<file path="src/rtl/nibble_sum_accum.sv">
// nibble_sum_accum
// Buffers 4-bit sums from the nibble-adder stage in a small FIFO and drains
// one entry per cycle into a running accumulator with a sticky overflow flag.
// Optional build macro: NIBBLE_ACC_SATURATE_EN -- when defined, an overflowing
// pop clamps the accumulator at all-ones instead of wrapping.
module nibble_sum_accum #(
  parameter int DEPTH = 4,
  parameter int ACC_W = 8
) (
  input  logic                     clk,
  input  logic                     rst_n,
  input  logic                     in_valid,
  input  logic [3:0]               in_data,
  output logic                     in_ready,
  input  logic                     hold,
  input  logic                     clear,
  output logic [ACC_W-1:0]         acc_out,
  output logic                     acc_ovf,
  output logic [$clog2(DEPTH):0]   fill,
  output logic                     busy
);

  localparam int PTR_W = $clog2(DEPTH);
  localparam int CNT_W = PTR_W + 1;

  logic [3:0]       mem [DEPTH];
  logic [PTR_W-1:0] wr_ptr;
  logic [PTR_W-1:0] rd_ptr;
  logic [CNT_W-1:0] fill_q;
  logic [ACC_W-1:0] acc_q;
  logic             ovf_q;

  logic             full;
  logic             empty;
  logic             push;
  logic             pop;
  logic [ACC_W:0]   sum;
  logic [ACC_W-1:0] acc_nxt;

  // Occupancy flags and handshake qualifiers; clear blocks both push and pop.
  always_comb begin
    full     = (fill_q == CNT_W'(DEPTH));
    empty    = (fill_q == '0);
    in_ready = !full && !clear;
    push     = in_valid && in_ready;
    pop      = !empty && !hold && !clear;
  end

  // Widened sum of accumulator and head entry; the top bit flags overflow.
  always_comb begin
    sum = {1'b0, acc_q} + {{(ACC_W-3){1'b0}}, mem[rd_ptr]};
`ifdef NIBBLE_ACC_SATURATE_EN
    if (sum[ACC_W]) begin
      acc_nxt = '1;
    end else begin
      acc_nxt = sum[ACC_W-1:0];
    end
`else
    acc_nxt = sum[ACC_W-1:0];
`endif
  end

  // Storage array; data words carry no reset, only pointers and count do.
  always_ff @(posedge clk) begin
    if (push) begin
      mem[wr_ptr] <= in_data;
    end
  end

  // Pointers and occupancy; DEPTH is a power of two so pointers wrap naturally.
  always_ff @(posedge clk or negedge rst_n) begin
    if (!rst_n) begin
      wr_ptr <= '0;
      rd_ptr <= '0;
      fill_q <= '0;
    end else if (clear) begin
      wr_ptr <= '0;
      rd_ptr <= '0;
      fill_q <= '0;
    end else begin
      if (push) begin
        wr_ptr <= wr_ptr + PTR_W'(1);
      end
      if (pop) begin
        rd_ptr <= rd_ptr + PTR_W'(1);
      end
      case ({push, pop})
        2'b10:   fill_q <= fill_q + CNT_W'(1);
        2'b01:   fill_q <= fill_q - CNT_W'(1);
        default: fill_q <= fill_q;
      endcase
    end
  end

  // Accumulator and sticky overflow, updated on every pop.
  always_ff @(posedge clk or negedge rst_n) begin
    if (!rst_n) begin
      acc_q <= '0;
      ovf_q <= 1'b0;
    end else if (clear) begin
      acc_q <= '0;
      ovf_q <= 1'b0;
    end else if (pop) begin
      acc_q <= acc_nxt;
      if (sum[ACC_W]) begin
        ovf_q <= 1'b1;
      end
    end
  end

  // Status outputs come straight from registered state.
  always_comb begin
    acc_out = acc_q;
    acc_ovf = ovf_q;
    fill    = fill_q;
    busy    = (fill_q != '0);
  end

endmodule

</file>
<file path="config.mk">
export PLATFORM = sky130hd
export DESIGN_NAME = nibble_sum_accum
export DESIGN_NICKNAME = d
export VERILOG_FILES = /design/src/rtl/nibble_sum_accum.sv
export SDC_FILE = /design/constraint.sdc
export NUM_CORES = 1
export LEC_CHECK = 0
export CORE_ASPECT_RATIO = 0.8
export CORE_MARGIN = 3
export CORE_UTILIZATION = 38
export CTS_CLUSTER_SIZE = 25
export DETAILED_ROUTE_END_ITERATION = 16
export GPL_TIMING_DRIVEN = 0
export PLACE_DENSITY = 0.59
export SLEW_MARGIN = 30
export SYNTH_ARGS = -nofsm -noshare
export SYNTH_HDL_FRONTEND = slang
export SYNTH_SLANG_ARGS = --single-unit
</file>
<file path="constraint.sdc">
create_clock -name clk -period 3.7 [get_ports clk]
set_clock_uncertainty 0.2 [all_clocks]
set_input_delay 0.74 -clock clk [delete_from_list [all_inputs] [get_ports clk]]
set_output_delay 0.74 -clock clk [all_outputs]
set_load 0.05 [all_outputs]
</file>
==> Word-level counts from Yosys, hierarchy flattened <==
Memories as Yosys holds them, arrays and structs flattened.
Index checks and enable logic that the tools add are counted.
{ "word_totals": {"register_bits": 16, "ramBits": 16, "inputBits": 9, "out_inout_bits": 14, "n_memories": 1} }
{ "mem_list": {"columns": ["name", "depth", "word_bits", "rd", "rd_clocked_by_memory_dff", "write_ports", "line_no", "rtl"], "rows": [
  ["mem", 4, 4, 1, 0, 1, "26", "logic [3:0] mem [DEPTH];"]
]} }
{ "classes": {"addsub": 5, "eq_ne": 3, "mux": 13, "reduce_logical": 15} }
{ "op_table": {"columns": ["cell", "count"], "rows": [
  ["8-bit two-way mux", 2],
  ["8-bit by 4-bit adder with 9-bit output", 1],
  ["2-bit two-way mux", 4],
  ["3-bit one-hot mux with 2 select lines", 1],
  ["2-bit nonzero test", 3],
  ["3-bit nonzero test", 2],
  ["1-bit two-way mux", 5],
  ["2-bit by 1-bit adder with 2-bit output, second input constant", 2],
  ["1-bit logical AND", 4],
  ["1-bit zero test", 4],
  ["3-bit by 1-bit adder with 3-bit output, second input constant", 1],
  ["3-bit equality test, second input constant", 1],
  ["3-bit zero test", 1],
  ["3-bit two-way mux", 1],
  ["3-bit by 1-bit subtractor with 3-bit output, second input constant", 1],
  ["2-bit by 1-bit equality test with 1-bit output, second input constant", 1],
  ["2-bit equality test, second input constant", 1],
  ["2-bit AND reduction", 1]
]} }

==> Logic depth before layout (Yosys ltp) <==
Gate-level depths: netlist of run 1.
{ "logic_depth": {"ltp_word": 7, "mapped_depth": 8, "mapped_depth_nobuf": 7} }

==> Worst setup path before layout of run 1 <==
No wires, ideal clock.
{ "synth_path": {"path_kind": "reg-to-output", "from": "reg fill_q[0], in the netlist fill[0]", "to": "out in_ready", "arrival_ns": 1.903, "required_time_ns": 2.760, "path_slack_ns": 0.857, "path_stages_with_launch": 4, "n_path_buf": 1, "path_cell_list": "dfrtp_1 clkbuf_1 or3b_2 nor2b_1"} }
{ "synth_via": {"elab_chain_cells": 3} }
{ "synth_lines": {"columns": ["item", "line_no", "rtl"], "rows": [
  ["from (decl)", "29", "logic [CNT_W-1:0] fill_q;"],
  ["from (signal assigned)", "88", "2'b10: fill_q <= fill_q + CNT_W'(1);"],
  ["from (signal assigned)", "89", "2'b01: fill_q <= fill_q - CNT_W'(1);"],
  ["from (signal assigned)", "90", "default: fill_q <= fill_q;"],
  ["3-bit equality test", "42", "full = (fill_q == CNT_W'(DEPTH));"],
  ["1-bit zero test", "44", "in_ready = !full && !clear;"],
  ["1-bit logical AND", "44", null],
  ["to (decl)", "14", "output logic in_ready,"]
]} }
No other way between the ends.

==> Worst setup path in the final report of run 1 <==
{ "layout_path": {"from": "in clear", "to": "out in_ready"} }
{ "layout_via": {"elab_chain_cells": 2} }
{ "layout_lines": {"columns": ["item", "line_no", "rtl"], "rows": [
  ["from (decl)", "16", "input logic clear,"],
  ["1-bit zero test", "44", null],
  ["1-bit logical AND", "44", null]
]} }
No other way between the ends.

==> results of run 1 <==
cells by family (layout without fill, tap and decap cells):
kind of cell / after synthesis / in the layout / share of synthesized area
XOR/XNOR: 5 / 5 / 0.0262
flip-flops: 32 / 32 / 0.528
AND/OR/NAND/NOR: 45 / 45 / 0.148
multiplexers: 6 / 6 / 0.0675
adder cells (fa/ha/maj): 10 / 10 / 0.0840
AO/OA/AOI/OAI: 32 / 32 / 0.116
buffers and inverters: 13 / 43 / 0.0307
layer usage:
| metal | vias up | global-route usage |
|---|---|---|
| met5 | - | 0 |
| met4 | 0 | 0.0380 |
| met3 | 2 | 0.0425 |
| met2 | 22 | 0.216 |
| met1 | 588 | 0.198 |
| li1 | 576 | - |
placed cells by master (no fill, tap or decap), drive strengths merged, types with 5 or more instances in the layout:
cell type,synthesis,layout
clkdlybuf4s50,0,22
dfrtp,16,16
edfxtp,16,16
a21oi,13,13
clkbuf,7,12
nand2,9,9
nor2,9,9
ha,8,8
o21ai,6,6
inv,5,5
worst max-delay path by stage:
stage	to	depth (start not counted)	slack (ps)	startpoint
after floorplan	in_ready	3	860	fill[0]$_DFFE_PN0P_
after global placement	in_ready	4	210	clear
after detailed placement	in_ready	4	210	clear
after CTS	in_ready	4	190	clear
after global routing	in_ready	4	140	clear
final	in_ready	4	200	clear
final cells by class:
cell class                 count  area share
timing repair buffer          22       0.106
inverter                       5     0.00907
buffer                         8      0.0157
sequential                    32       0.426
multi-input combinational     98       0.356
clock inverter                 3      0.0206
clock buffer                   5      0.0333
tap                           55      0.0333
through the flow:
step / std cells / total power [mW] / instance area (um2)
after floorplan: 143 / 0.540 / 1670
after global placement: 220 / 0.595 / 1960
after detailed placement: 220 / 0.601 / 1960
after CTS: 228 / 0.934 / 2070
after global routing: 228 / 0.980 / 2070
final: 228 / 0.922 / 2070
registers in the layout (all words and copies together) (netlist names):
register  cells
acc_out       8
rd_ptr        2
fill          3
acc_ovf       1
mem          16
wr_ptr        2
power groups by stage:
stage / registers (mW) / clock network, mW / logic [mW]
final: 0.404 / 0.330 / 0.189
after CTS: 0.404 / 0.340 / 0.190
after floorplan: 0.433 / 0 / 0.107
after global placement: 0.410 / 0 / 0.185
after global routing: 0.406 / 0.364 / 0.210
after detailed placement: 0.411 / 0 / 0.189
critical path, delay by kind of cell:
family / cells / cell delay (ps)
buf+inv: 3 / 1710
simple gates: 1 / 110
==> impl_metrics.yaml, run 1 <==
timing:
  rsz0062_at_grt: "no"
  timing.setup.tns_ps: 0
  final-max-slew-violation-count: 0
  timing_worst_slew_pin_value_ps: 777
  timing.max_slew.rel_slack: 0.480
  final_critical_path_setup_slack_ps: 197
  worst_hold_slack_across_all_endpoints_ps: 313
  timing.final.setup_violations: 0
  max_freq_mhz: 285
  final-hold-violation-count: 0
  post-route-period-util: 0.947
  min_period_ps: 3500
yosys:
  dominantRegCellSynth: "edfxtp_1"
  postSynthCellCount: 143
  yosys_warnings: 0
  synth.cells.most_frequent: "dfrtp_1, edfxtp_1, a21oi_1"
  mappedNetlistNets: 162
  yosysUniqueCellTypes: 40
  netlist_top_cells_area: "edfxtp_1, dfrtp_1, ha_1"
  synth_area_leader_cell: "edfxtp_1"
  postSynth.asyncResetShare: 0.500
  synth.avg_cell_area_um2: 11.7
  synth.cell_area_um2: 1670
  count_of_flip_flops_with_a_built_in_enable_after_synthesis: 16
  synth.top_cell.area_share: 0.288
  ys_seq_elements: 32
  synth.yosys.seq_area_share: 0.528
power_and_ir_drop:
  worst_ir_drop_vdd_v: 0.000237
  power_leakage_nw: 0.796
  cellPowerDensity_nw_per_um2: 446
  p_clk_frac: 0.358
  switching_share: 0.279
  share_seq_of_total_power: 0.438
  switching_power_mw: 0.257
  combPwrFrac: 0.205
  power.internal_mw: 0.665
critical_path:
  timing_worst_setup_path_type: "input port to output port"
  critical_path.endpoint_type: "output port"
  start_of_the_worst_register_to_register_path: "rd_ptr[0]$_DFFE_PN0P_"
  crit_path_start_kind: "input port"
  critical_path_fanout_max: 10
  rrSetupSlack_ps: 770
  crit_path_cell_trace: "clkdlybuf4s50_1 -> clkbuf_1 -> nor2b_1 -> clkdlybuf4s50_1"
  arrival_time_of_the_worst_setup_path_ps: 2560
  cp_data_required_time_ps: 2760
  crit_top_cell: "clkdlybuf4s50_1"
  timing.critical_path.slowest_cell_delay_ps: 720
  critPathSlowestCell: "clkdlybuf4s50_1"
  worstRegToRegCells: 8
  r2r_end: "acc_ovf$_DFFE_PN0P_"
global_route:
  grt_start_max_net_pins: 17
  globalRouteOverflowTotal: 0
  grt_pass1_vias: 1159
  global_route.usage.total: 0.142
  grt_first_pass_wirelength_mm: 5.64
  number_of_antenna_violations_at_the_first_check_in_global_routing: 0
routing:
  wire_per_inst_um: 14.4
  dr_wl_met3_um: 148
  route.layer.met1.wl_mm: 1.60
  post-route-drc-count: 0
  ant_nets: 0
  routed_wl_mm: 3.28
  drt_first_pass_iters: 4
  drt-initial-drc-count: 53
  post_detailed_route_via_to_cell_ratio: 5.21
  detailroute.via_count: 1188
  maxUsedRoutingLayer: "met4"
  met2WireLength_mm: 1.53
clock_tree:
  post_cts_hold_buffer_count: 0
  postCtsResizedCells: 0
  cts_tree: "built"
  cts_buffer_depth: 2
  worst_skew_pair_latency_ps: 280
  cts-root-buf: "clkbuf_8"
  clk_pin_slew_ps: 70
  cts_setup_buffers: 0
  number_of_cts_inserted_buffers: 5
  clock_tree.htree_level_count: 2
  clock_sink_count: 32
cells_and_area:
  final_net_count: 191
  final_core_util: 0.517
  diodes: 0
  drive_gt1_frac: 0.116
  area_growth_syn_to_layout_pct: 24.0
  combined_area_of_the_multi_input_logic_cells_um2: 737
  nFillCells: 358
  regArea_um2: 881
floorplanning:
  die_h_um: 65.3
  top_level_i_o_count: 23
  design.die.area_um2: 5230
  placeable_core_region_um2: 4000
  number_of_cell_rows: 20
  start_util: 0.417
  fp.dieW_um: 80.1
worst_hold_path:
  hold_depth: 2
  worstHoldPathType: "flop to flop"
  timing.hold.worst_endpoint: "acc_ovf$_DFFE_PN0P_"
  worstHoldStart: "acc_ovf$_DFFE_PN0P_"
flow_run:
  maxcap_violations: 0
outcome:
  result_of_the_run: "completed"
placement:
  io_buffer_count: 22
  dp_hpwl_mm: 2.44
  place_ws_ps: 213
  place.gp.congestion: 0.789
Power figures use the tool's default switching activity.
==> run 2: changes to the inputs <==
--- a/config.mk
+++ b/config.mk
@@ -16,3 +16,4 @@
 export SYNTH_ARGS = -nofsm -noshare
 export SYNTH_HDL_FRONTEND = slang
 export SYNTH_SLANG_ARGS = --single-unit
+export TNS_END_PERCENT = 100
==> results of run 2 <==
The final DEF is identical to that of run 1; final timing and power are the same.
==> run 3: changes to the inputs <==
--- a/config.mk
+++ b/config.mk
@@ -5,7 +5,6 @@
 export SDC_FILE = /design/constraint.sdc
 export NUM_CORES = 1
 export LEC_CHECK = 0
-export CORE_ASPECT_RATIO = 0.8
 export CORE_MARGIN = 3
 export CORE_UTILIZATION = 38
 export CTS_CLUSTER_SIZE = 25
==> run 3 against run 2 <==
  * Sequential share of layout area grew 0.13 points
  * Sequential power is essentially flat
  * Power fell by 0.25%
  * Non-clock buffer count unchanged
  * Clock power about the same
  * Fmax up 1.8%
  * Flip-flop and latch count did not move
  * Register-to-register slack gained 20 ps
  * First-iteration DRC count is 32% higher
  * Cell area fell by 0.30%
  * Highest routed layer unchanged
==> impl_metrics.yaml, run 3 (synthesis results as in run 1) <==
power_and_ir_drop:
  finalPower_mw: 0.920
  worst_ir_drop_vdd_v: 0.000196
  cellPowerDensity_nw_per_um2: 446
  power_leakage_nw: 0.796
outcome:
  result_of_the_run: "completed"
clock_tree:
  cts_tree: "built"
  number_of_cts_inserted_buffers: 5
  worst_skew_pair_latency_ps: 280
  postCtsResizedCells: 0
  cts-root-buf: "clkbuf_8"
  cts_buffer_depth: 2
  clock_tree.htree_level_count: 2
  clk_pin_slew_ps: 70
  cts_setup_buffers: 0
  clock_sink_count: 32
  post_cts_hold_buffer_count: 0
timing:
  timing.final.setup_violations: 0
  timing_worst_slew_pin_value_ps: 781
  timing.setup.tns_ps: 0
  max_freq_mhz: 291
  post-route-period-util: 0.930
  final-max-slew-violation-count: 0
  timing.max_slew.rel_slack: 0.477
  final-hold-violation-count: 0
  min_period_ps: 3440
  rsz0062_at_grt: "no"
cells_and_area:
  top_reg_by_flops: "mem"
  largest_reg_flops: 16
  diodes: 0
  highest_count_cells_in_the_layout_ignoring_fill_and_taps: "clkdlybuf4s50_1, dfrtp_1, edfxtp_1, a21oi_1"
  area_growth_syn_to_layout_pct: 23.6
  drive_gt1_frac: 0.116
  final_net_count: 191
  nFillCells: 368
  layout.cells.most_common: "clkdlybuf4s50_1"
routing:
  ant_nets: 0
  drt_first_pass_iters: 4
  drt-initial-drc-count: 70
  detailroute.via_count: 1225
  post_detailed_route_via_to_cell_ratio: 5.49
  post-route-drc-count: 0
  wire_per_inst_um: 14.7
  routed_wl_mm: 3.29
worst_hold_path:
  worstHoldStart: "acc_ovf$_DFFE_PN0P_"
  worstHoldPathType: "flop to flop"
critical_path:
  start_of_the_worst_register_to_register_path: "rd_ptr[0]$_DFFE_PN0P_"
  worstSetupStartpoint: "clear"
  crit_path_start_kind: "input port"
  critical_path_fanout_max: 10
  cp_data_required_time_ps: 2760
  critical_path.endpoint_type: "output port"
  timing_worst_setup_path_type: "input port to output port"
  arrival_time_of_the_worst_setup_path_ps: 2500
global_route:
  globalRouteOverflowTotal: 0
  grt_pass1_vias: 1213
  grt_first_pass_wirelength_mm: 5.74
  grt_start_max_net_pins: 17
  number_of_antenna_violations_at_the_first_check_in_global_routing: 0
  global_route.usage.total: 0.144
floorplanning:
  number_of_cell_rows: 23
  placeable_core_region_um2: 4120
  die_h_um: 72.3
  top_level_i_o_count: 23
  fp.dieW_um: 72.3
  design.die.area_um2: 5220
  start_util: 0.406
flow_run:
  maxcap_violations: 0
placement:
  dp_hpwl_mm: 2.49
  io_buffer_count: 22
  place.gp.congestion: 0.825
run 3: cell counts in the layout (fill, tap and decap cells not counted):
No cell type changed its count.
run 3: where the power goes:
| group | internal [mW] | switching, mW | leakage [nW] |
|---|---|---|---|
| registers | 0.391 | 0.0131 | 0.365 |
| clock network | 0.199 | 0.129 | 0.0541 |
| logic | 0.0751 | 0.113 | 0.377 |
run 3: cell type report:
cell class / count / area (um2) / share of cell area
tap: 50 / 62.6 / 0.0303
clock buffer: 5 / 68.8 / 0.0334
timing repair buffer: 22 / 220 / 0.107
multi-input combinational: 98 / 737 / 0.357
inverter: 5 / 18.8 / 0.00910
clock inverter: 3 / 42.5 / 0.0206
buffer: 8 / 32.5 / 0.0158
sequential: 32 / 881 / 0.427
run 3: path summary, 6_finish.rpt:
path	to	slack, ps	cells past startpoint
max in group asynchronous	wr_ptr[0]$_DFFE_PN0P_	2090	1
hold / removal	acc_ovf$_DFFE_PN0P_	320	2
setup / recovery	in_ready	260	4
setup reg to reg	acc_ovf$_DFFE_PN0P_	790	8
min in group asynchronous	acc_out[2]$_DFFE_PN0P_	710	1
hold reg to reg	acc_ovf$_DFFE_PN0P_	320	2
run 3: routing by layer:
| metal | up-vias | global-route usage | part of all wire |
|---|---|---|---|
| met5 | - | 0 | 0 |
| met4 | 0 | 0.0376 | 0.0088 |
| met3 | 4 | 0.0485 | 0.047 |
| met2 | 29 | 0.237 | 0.49 |
| met1 | 610 | 0.182 | 0.45 |
| li1 | 582 | - | - |
run 3: through the flow:
stage | instance area [um2] | std cells | setup WS [ps] | hold slack [ps] | util
4_1_cts | 2060 | 223 | 260 | 330 | 0.501
6_report | 2060 | 223 | 260 | 323 | 0.501
2_1_floorplan | 1670 | 143 | 857 | 244 | -
3_3_place_gp | 1950 | 215 | 264 | 306 | 0.474
3_5_place_dp | 1950 | 215 | 278 | 322 | 0.474
5_1_grt | 2060 | 223 | 133 | 345 | 0.501
run 3: worst max-delay path: stages:
cell and delay, ps:
clkdlybuf4s50_1 560, clkbuf_1 380, nor2b_1 100, clkdlybuf4s50_1 720
